## src/rtl/apb_pkg.sv

```systemverilog
// Shared definitions for the apb_master register block.
//   - default sizes for bus and bank geometry
//   - FSM state type
//   - one-hot helper used by the bank-select decode
package apb_pkg;

    localparam int DEF_NUM_SLAVES = 4;
    localparam int DEF_ADDR_WIDTH = 32;
    localparam int DEF_DATA_WIDTH = 32;
    localparam int DEF_DEPTH      = 16;

    typedef enum logic {
        IDLE = 1'b0,
        DONE = 1'b1
    } state_t;

    // Callers zero-extend their select vector to 32 bits, so any bank count up to 32 works.
    function automatic logic is_onehot(input logic [31:0] v);
        return ($countones(v) == 1);
    endfunction

endpackage

```

## src/rtl/apb_master_if.sv

```systemverilog
// APB4 bus bundle between the system requester and the apb_master register block.
// Signals:
//   psel     one-hot bank select        penable  access-phase indicator
//   paddr    byte address               pwrite   1 = write, 0 = read
//   pprot    protection attributes      pwdata   write data
//   pstrb    write byte-lane enables    prdata   read data
//   pready   transfer-complete strobe   pslverr  transfer error, valid with pready
// Modports: master (requester side), slave (register block side).
interface apb_master_if #(
    parameter int NUM_SLAVES = apb_pkg::DEF_NUM_SLAVES,
    parameter int ADDR_WIDTH = apb_pkg::DEF_ADDR_WIDTH,
    parameter int DATA_WIDTH = apb_pkg::DEF_DATA_WIDTH
) ();

    logic [NUM_SLAVES-1:0]   psel;
    logic                    penable;
    logic [ADDR_WIDTH-1:0]   paddr;
    logic                    pwrite;
    logic [2:0]              pprot;
    logic [DATA_WIDTH-1:0]   pwdata;
    logic [DATA_WIDTH/8-1:0] pstrb;
    logic [DATA_WIDTH-1:0]   prdata;
    logic                    pready;
    logic                    pslverr;

    modport master (
        output psel, penable, paddr, pwrite, pprot, pwdata, pstrb,
        input  prdata, pready, pslverr
    );

    modport slave (
        input  psel, penable, paddr, pwrite, pprot, pwdata, pstrb,
        output prdata, pready, pslverr
    );

endinterface

```

## src/rtl/apb_reg_bank.sv

```systemverilog
// One word-addressed register bank with a byte-strobed write port and a
// registered read port.
// Ports:
//   pclk, preset  clock and synchronous active-high reset (clears all words and rdata)
//   we            write enable; lanes selected by wstrb
//   rd_load       load rdata from the addressed word
//   rd_clr        clear rdata (another bank or an error now owns the read bus)
//   idx           word index
//   wdata, wstrb  write data and byte-lane enables
//   rdata         registered read data; zero unless this bank served the last read
module apb_reg_bank #(
    parameter int DATA_WIDTH = 32,
    parameter int DEPTH      = 16
) (
    input  logic                       pclk,
    input  logic                       preset,
    input  logic                       we,
    input  logic                       rd_load,
    input  logic                       rd_clr,
    input  logic [$clog2(DEPTH)-1:0]   idx,
    input  logic [DATA_WIDTH-1:0]      wdata,
    input  logic [DATA_WIDTH/8-1:0]    wstrb,
    output logic [DATA_WIDTH-1:0]      rdata
);

    logic [DATA_WIDTH-1:0] mem [DEPTH];

    always_ff @(posedge pclk) begin
        if (preset) begin
            for (int w = 0; w < DEPTH; w++) begin
                mem[w] <= '0;
            end
            rdata <= '0;
        end else begin
            if (we) begin
                for (int i = 0; i < DATA_WIDTH/8; i++) begin
                    if (wstrb[i]) begin
                        mem[idx][8*i +: 8] <= wdata[8*i +: 8];
                    end
                end
            end
            if (rd_load) begin
                rdata <= mem[idx];
            end else if (rd_clr) begin
                rdata <= '0;
            end
        end
    end

endmodule

```

## src/rtl/apb_master.sv

```systemverilog
// APB4 completer holding NUM_SLAVES independent register banks, one wait state
// per transfer. Bank chosen by one-hot psel; word index from paddr.
// Ports:
//   pclk    clock
//   preset  synchronous active-high reset; aborts any transfer in flight
//   bus     apb_master_if.slave bundle (psel/penable/paddr/pwrite/pprot/pwdata/pstrb in,
//           prdata/pready/pslverr out, all outputs registered)
// Build option: APB_PROT_CHECK_EN makes an unprivileged write (pprot[0]=0) to the
// last bank an error; without it pprot is ignored.
//
// state | meaning
// IDLE  | waiting for an access phase; transfer executes on the edge that leaves IDLE
// DONE  | transfer completed; held access phase is absorbed until penable or psel drops
module apb_master
    import apb_pkg::*;
#(
    parameter int NUM_SLAVES = DEF_NUM_SLAVES,
    parameter int ADDR_WIDTH = DEF_ADDR_WIDTH,
    parameter int DATA_WIDTH = DEF_DATA_WIDTH,
    parameter int DEPTH      = DEF_DEPTH
) (
    input  logic        pclk,
    input  logic        preset,
    apb_master_if.slave bus
);

    localparam int IDX_W = $clog2(DEPTH);

    state_t                  state;
    logic                    pready_q;
    logic                    pslverr_q;
    logic                    exec;
    logic                    sel_err;
    logic                    addr_err;
    logic                    prot_err;
    logic                    err;
    logic [IDX_W-1:0]        idx;
    logic [NUM_SLAVES-1:0]   bank_we;
    logic [NUM_SLAVES-1:0]   bank_rd_load;
    logic [NUM_SLAVES-1:0]   bank_rd_clr;
    logic [DATA_WIDTH-1:0]   bank_rdata [NUM_SLAVES];
    logic [DATA_WIDTH-1:0]   prdata_or;

    assign idx      = bus.paddr[IDX_W+1:2];
    assign sel_err  = !is_onehot(32'(bus.psel));
    assign addr_err = (bus.paddr[1:0] != 2'b00) ||
                      (bus.paddr[ADDR_WIDTH-1:IDX_W+2] != '0);

`ifdef APB_PROT_CHECK_EN
    logic unused_prot;
    assign unused_prot = ^bus.pprot[2:1];
    assign prot_err    = bus.pwrite && bus.psel[NUM_SLAVES-1] && !bus.pprot[0];
`else
    logic unused_prot;
    assign unused_prot = ^bus.pprot;
    assign prot_err    = 1'b0;
`endif

    assign err  = sel_err || addr_err || prot_err;
    assign exec = (state == IDLE) && (bus.psel != '0) && bus.penable;

    // Each bank keeps its own read register; only the bank that served the most
    // recent read holds non-zero data, so the output is a plain OR of registers.
    always_comb begin
        bank_we      = '0;
        bank_rd_load = '0;
        bank_rd_clr  = '0;
        for (int s = 0; s < NUM_SLAVES; s++) begin
            bank_we[s]      = exec && !err && bus.pwrite && bus.psel[s];
            bank_rd_load[s] = exec && !err && !bus.pwrite && bus.psel[s];
            bank_rd_clr[s]  = exec && (err || (!bus.pwrite && !bus.psel[s]));
        end
    end

    for (genvar g = 0; g < NUM_SLAVES; g++) begin : g_bank
        apb_reg_bank #(
            .DATA_WIDTH (DATA_WIDTH),
            .DEPTH      (DEPTH)
        ) u_bank (
            .pclk    (pclk),
            .preset  (preset),
            .we      (bank_we[g]),
            .rd_load (bank_rd_load[g]),
            .rd_clr  (bank_rd_clr[g]),
            .idx     (idx),
            .wdata   (bus.pwdata),
            .wstrb   (bus.pstrb),
            .rdata   (bank_rdata[g])
        );
    end

    always_comb begin
        prdata_or = '0;
        for (int s = 0; s < NUM_SLAVES; s++) begin
            prdata_or = prdata_or | bank_rdata[s];
        end
    end

    always_ff @(posedge pclk) begin
        if (preset) begin
            state     <= IDLE;
            pready_q  <= 1'b0;
            pslverr_q <= 1'b0;
        end else begin
            case (state)
                IDLE: begin
                    if (exec) begin
                        state     <= DONE;
                        pready_q  <= 1'b1;
                        pslverr_q <= err;
                    end else begin
                        pready_q  <= 1'b0;
                        pslverr_q <= 1'b0;
                    end
                end
                DONE: begin
                    pready_q  <= 1'b0;
                    pslverr_q <= 1'b0;
                    if (!bus.penable || (bus.psel == '0)) begin
                        state <= IDLE;
                    end
                end
                default: begin
                    state     <= IDLE;
                    pready_q  <= 1'b0;
                    pslverr_q <= 1'b0;
                end
            endcase
        end
    end

    assign bus.prdata  = prdata_or;
    assign bus.pready  = pready_q;
    assign bus.pslverr = pslverr_q;

endmodule

```

## src/flat_wrapper.sv

```systemverilog
// flat-port wrapper written by rule: the top's interface ports become plain ports
module apb_master_flat import apb_pkg::*;
#(
    parameter int NUM_SLAVES = DEF_NUM_SLAVES,
    parameter int ADDR_WIDTH = DEF_ADDR_WIDTH,
    parameter int DATA_WIDTH = DEF_DATA_WIDTH,
    parameter int DEPTH      = DEF_DEPTH
)
  (pclk, preset, bus_psel, bus_penable, bus_paddr, bus_pwrite, bus_pprot, bus_pwdata, bus_pstrb, bus_prdata, bus_pready, bus_pslverr);
  apb_master_if #(.NUM_SLAVES(NUM_SLAVES), .ADDR_WIDTH(ADDR_WIDTH), .DATA_WIDTH(DATA_WIDTH)) bus_i ();
  input  logic pclk;
  input  logic preset;
  input wire logic [$bits(bus_i.psel)-1:0] bus_psel;
  input wire logic [$bits(bus_i.penable)-1:0] bus_penable;
  input wire logic [$bits(bus_i.paddr)-1:0] bus_paddr;
  input wire logic [$bits(bus_i.pwrite)-1:0] bus_pwrite;
  input wire logic [$bits(bus_i.pprot)-1:0] bus_pprot;
  input wire logic [$bits(bus_i.pwdata)-1:0] bus_pwdata;
  input wire logic [$bits(bus_i.pstrb)-1:0] bus_pstrb;
  output wire logic [$bits(bus_i.prdata)-1:0] bus_prdata;
  output wire logic [$bits(bus_i.pready)-1:0] bus_pready;
  output wire logic [$bits(bus_i.pslverr)-1:0] bus_pslverr;
  assign bus_i.psel = bus_psel;
  assign bus_i.penable = bus_penable;
  assign bus_i.paddr = bus_paddr;
  assign bus_i.pwrite = bus_pwrite;
  assign bus_i.pprot = bus_pprot;
  assign bus_i.pwdata = bus_pwdata;
  assign bus_i.pstrb = bus_pstrb;
  assign bus_prdata = bus_i.prdata;
  assign bus_pready = bus_i.pready;
  assign bus_pslverr = bus_i.pslverr;
  apb_master #(.NUM_SLAVES(NUM_SLAVES), .ADDR_WIDTH(ADDR_WIDTH), .DATA_WIDTH(DATA_WIDTH), .DEPTH(DEPTH)) u_core (.pclk(pclk), .preset(preset), .bus(bus_i));
endmodule
```

## config.mk

```make
export PLATFORM = sky130hd
export DESIGN_NAME = apb_master_flat
export DESIGN_NICKNAME = d
export VERILOG_FILES = /design/src/rtl/apb_pkg.sv /design/src/rtl/apb_master_if.sv /design/src/rtl/apb_reg_bank.sv /design/src/rtl/apb_master.sv /design/src/flat_wrapper.sv
export SDC_FILE = /design/constraint.sdc
export NUM_CORES = 2
export LEC_CHECK = 0
export BUFFER_PORTS_ARGS = -buffer_cell sky130_fd_sc_hd__buf_4
export CAP_MARGIN = 5
export CELL_PAD_IN_SITES_DETAIL_PLACEMENT = 0
export CELL_PAD_IN_SITES_GLOBAL_PLACEMENT = 1
export CORE_AREA = 2 2 359 628
export CTS_CLUSTER_DIAMETER = 60
export DETAILED_ROUTE_END_ITERATION = 10
export DIE_AREA = 0 0 361 630
export MAX_ROUTING_LAYER = met4
export PLACE_DENSITY = 0.74
export SYNTH_ARGS = -nofsm -noshare
export SYNTH_HDL_FRONTEND = slang
export SYNTH_SLANG_ARGS = --single-unit
```

## constraint.sdc

```tcl
create_clock -name pclk -period 7.2 [get_ports pclk]
set_input_delay 1.08 -clock pclk [delete_from_list [all_inputs] [get_ports pclk]]
set_output_delay 1.08 -clock pclk [all_outputs]
set_load 0.05 [all_outputs]
```

# Word-level counts from Yosys, hierarchy flattened
# Memories as Yosys holds them, arrays and structs flattened.
# Index checks and enable logic that the tools add are counted.
[totals]
ff_bits = 131
ram_bits = 2048
inputBits = 79
elab_cells = 147
n_memories = 4
[op_classes]
add_sub_neg = 3
n_eq_ne = 1
n_mux = 80
n_bitwise = 4
n_reduce_logical = 48
[mem_list]
columns = ["name", "depth", "width", "rd", "rd_clocked_by_memory_dff", "wr", "line", "rtl"]
rows = [
  ["u_core.g_bank[0].u_bank.mem", 16, 32, 1, 0, 16, "apb_reg_bank.sv:26", "logic [DATA_WIDTH-1:0] mem [DEPTH];"],
  ["u_core.g_bank[1].u_bank.mem", 16, 32, 1, 0, 16, "apb_reg_bank.sv:26", ""],
  ["u_core.g_bank[2].u_bank.mem", 16, 32, 1, 0, 16, "apb_reg_bank.sv:26", ""],
  ["u_core.g_bank[3].u_bank.mem", 16, 32, 1, 0, 16, "apb_reg_bank.sv:26", ""],
]
[op_table]
columns = ["operator", "n"]
rows = [
  ["$mux 32", 12],
  ["$reduce_or 32->1", 4],
  ["$or 32x32->32", 3],
  ["$mux 1", 57],
  ["$add 32x32->32", 1],
  ["$eq 32x2->1 const B", 1],
  ["$mux 4", 8],
  ["$reduce_bool 26->1", 1],
  ["$logic_and 1x1->1", 21],
  ["$reduce_bool 2->1", 5],
  ["$logic_not 1->1", 8],
  ["$logic_or 1x1->1", 7],
  ["$pmux 1 s2", 3],
  ["$add 1x1->2", 2],
  ["$logic_not 4->1", 1],
  ["$reduce_bool 4->1", 1],
  ["$not 1->1", 1],
]

# Longest topological paths before layout
[depth]
word_depth = 14
depth_mapped = 12
mapped_depth_nobuf = 8

# Modules after synthesis
# Synthesis repeated with hierarchy kept, for this count alone.
[unflattened]
hier_cells = 7712
hier_area_um2 = 99824.5
[by_module_without_submodules]
columns = ["module", "instances", "cells_each", "area_per_inst_um2", "seq_area_each_um2"]
rows = [
  ["apb_reg_bank (u_core.g_bank[1].u_bank ...)", 3, 1906, 24763.8, 16015.4],
  ["apb_reg_bank (u_core.g_bank[0].u_bank)", 1, 1906, 24761.2, 16015.4],
  ["apb_master", 1, 88, 772.0, 60.1],
]

# Least setup slack after synthesis
# No wires, ideal clock.
[synth_timing]
path_kind = "input to register"
from = "input bus_psel[2]"
to = "memory u_core.g_bank[2].u_bank.mem[10][0], enable pin"
setup_time_ps = 384
t_arrival_ps = 3924
required_time_ps = 6816
path_slack_ps = 2892
stages = 11
n_path_buf = 3
path_cell_list = "inv_1 > ha_1 > ha_1 > fa_1 > nor4b_1 > and4_1 > buf_4 > nand4_2 > clkbuf_1 > clkbuf_1 > o21ai_0"
[synth_rtl]
columns = ["item", "line", "rtl"]
rows = [
  ["start: declaration", "flat_wrapper.sv:13", "input wire logic [$bits(bus_i.psel)-1:0] bus_psel;"],
  ["end: declaration", "apb_reg_bank.sv:26", ""],
]

==> metrics.md <==
| Metric | Value |
|---|---|
| Outcome | complete, no violations |
| Fin. max-slew vios | 0 |
| Lkg Pwr | 34.6 nW |
| Clk_skew | 36.4 ps |
| Io pins | 113 |
| Finished Cell Area | 111000 um2 |
| Clk Tree Root Cell | clkbuf_16 |
| Nets | 6975 |
| Drt pass-1 iters | 7 |
| Site Rows | 229 |
| Endpoint class of the critical path | flop |
| Hpwl dp | 220000 um |
| Area grow syn2layout | 10.7% |
| DIE HEIGHT | 630 um |
| RSZ-0062 raised after global routing | no |
| Synthesized area | 99800 um2 |
| CP bufs+invs | 3 |
| CP delay by family, top | simple AND/OR/NAND/NOR gates |
| Global-route wire length before repair | 447000 um |
| Met1 usage | 28.4% |
| Crit path max-delay cell type | o21ai_0 |
| Post-synth EDFFs | 2048 |
| I/O Buffers | 109 |
| Max-cap violations | 0 |
| Hold Buf Count CTS | 0 |
| Peak VDD IR | 0.189 mV |
| Vias in the first global route | 64800 |
| CTS tree | yes |
| Leading cell type in the layout, fill and taps excluded | edfxtp_1 |
| CP required | 7770 ps |
| Clk_lat worst skew | 870 ps |
| Initial antenna violation count | 22 |
| Tot Pwr | 0.0271 W |
| Final setup violation count | 0 |
| Max-slew headroom | 15.3% |
| Num CTS Buffers | 194 |
| Clock tree sinks | 2179 |
| Routed Antenna Nets | 0 |
| Pin slew with the least headroom to its limit | 1270 ps |
| Synth Flop Type | edfxtp_1 |
| Setup bufs post-CTS | 0 |
| WL/cell | 31.6 um |
| Ys Warns | 0 |
| Final Critical Period | 4940 ps |
| Cell Chain, Critical Path | buf_4 > inv_1 > ha_1 > ha_1 > fa_1 > nor4b_1 > and4_1 > nand4_4 > o21ai_0 > buf_4 |
| Core Footprint | 222000 um2 |
| Placed inst area | 104000 um2 |
| Pwr/cell area | 245 nW/um2 |
| GR Layer Usage met3 | 3.66% |
| Synth Instances | 7021 |
| CTS clk-pin slew, worst paths | 70 ps |
| Worst EP arrival | 5510 ps |
| Drt via density | 6.34 |
| Largest net degree at the start of global routing | 241 |
| Die ar. | 227000 um2 |
| Worst min path class | reg -> reg |
| Most frequent cells in the layout | 2048 x edfxtp_1, 1654 x nor3_1, 577 x nand2_1 |
| TNS Setup | 0 ps |
| CP startpoint kind | input port |
| Synth cell types | 37 |
| Asr flop ratio synth | 0% |
| DIE WIDTH | 361 um |
| GRT Total Usage | 28.1% |
| Post-synthesis register bit count | 2179 |
| Gp weighted congestion | 0.968 |
| Period utilisation layout | 68.7% |
| Vias after detailed routing | 63100 |
| CP Max Fanout | 17 |
| Max Freq | 202 MHz |
| Avg Inst Size Synth | 14.2 um2 |
| DR iter-0 viols | 6812 |
| DRC | 0 |
| Final Hold Vio Count | 0 |
| Met2 Use GR | 50.1% |
| Setup CP Type | in -> reg |
| Layout cell share with drive strength beyond 1 | 24.9% |
| Clock Tree Buf Depth | 4 |
| Syn Nets | 7106 |
| Htree depth | 4 |
| Sequential area share after synthesis | 64.3% |
| Total routed wirelength | 314000 um |
| GRT overflow | 0 |
| Cts repair resizes | 0 |
| GR peak layer | met2 |
| Initial core utilization | 44.9% |
| CP peak stage delay | 1150 ps |
| Fill count | 18700 |
## power by group
part / switching (W) / internal [W]
registers: 0.0000829 / 0.0141
logic: 0.00132 / 0.000593
clock network: 0.00481 / 0.00621
total: 0.00622 / 0.0209
## worst paths after layout
path,slack [ps],end,from,depth (start not counted)
worst max-delay path,2260,u_core.g_bank[2].u_bank.mem[11][16],bus_psel[2],10
worst min-delay path,450,u_core.g_bank[0].u_bank.rdata[30],u_core.g_bank[0].u_bank.rdata[30],1
worst max register to register,3800,u_core.g_bank[2].u_bank.mem[11][16],u_core.state,4
worst min register to register,450,u_core.g_bank[0].u_bank.rdata[30],u_core.g_bank[0].u_bank.rdata[30],1
## synth_stat cells, types with 121 or more instances
library cell,number,area (um2)
a22o_1,256,2240
buf_1,121,454
buf_2,255,1280
clkbuf_1,405,1520
dfxtp_1,131,2620
edfxtp_1,2048,61500
mux4_2,512,11500
nand2_1,581,2180
nor2_1,132,495
nor3_1,1654,8280
nor3_2,402,4020
o21ai_0,256,1280
o2bb2ai_1,128,1120
## routing by layer
metal / routed length (um) / vias up
met5: 0 / -
met4: 26500 / 0
li1: - / 27300
met1: 100000 / 31700
met3: 19200 / 1036
met2: 169000 / 2988
## area by class of cell
type | count | area [um2] | area share, %
Sequential cell | 2179 | 64100 | 58.0
Multi-Input combinational cell | 4007 | 32000 | 29.0
Clock buffer | 241 | 5330 | 4.82
Timing Repair Buffer | 503 | 4080 | 3.69
Tap cell | 2887 | 3610 | 3.27
Clock inverter | 107 | 1270 | 1.15
Antenna cell | 17 | 42.5 | 0.0385
Inverter | 5 | 23.8 | 0.0215
## registers in the layout, indices dropped and copies added, names as in the netlist
register and flops:
u_core.state 1, u_core.bus.pready 1, u_core.g_bank.u_bank.rdata 128, u_core.g_bank.u_bank.mem 2048
u_core.bus.pslverr 1
## stage by stage
stage	setup slack, ps	cells	utilization, %	hold WS (ps)
after detailed placement	1370	9581	46.8	438
after global placement	1430	9581	46.8	435
final	2260	9946	49.8	454
after floorplan	2890	7021	-	424
after CTS	2270	9929	49.7	458
after global routing	2120	9943	49.8	469
## logic make-up (layout without fill, tap and decap cells)
| logic type | after synthesis | count (layout) | synth area share [%] |
|---|---|---|---|
| muxes | 512 | 512 | 11.6 |
| buffers and inverters | 835 | 856 | 3.81 |
| adders and majority gates | 6 | 6 | 0.0828 |
| other | 0 | 17 | 0 |
| and+or+nand+nor | 2846 | 2846 | 15.6 |
| DFF | 2179 | 2179 | 64.3 |
| AOI/OAI and AO/OA | 643 | 643 | 4.68 |
(Power assumes the default switching activity.)
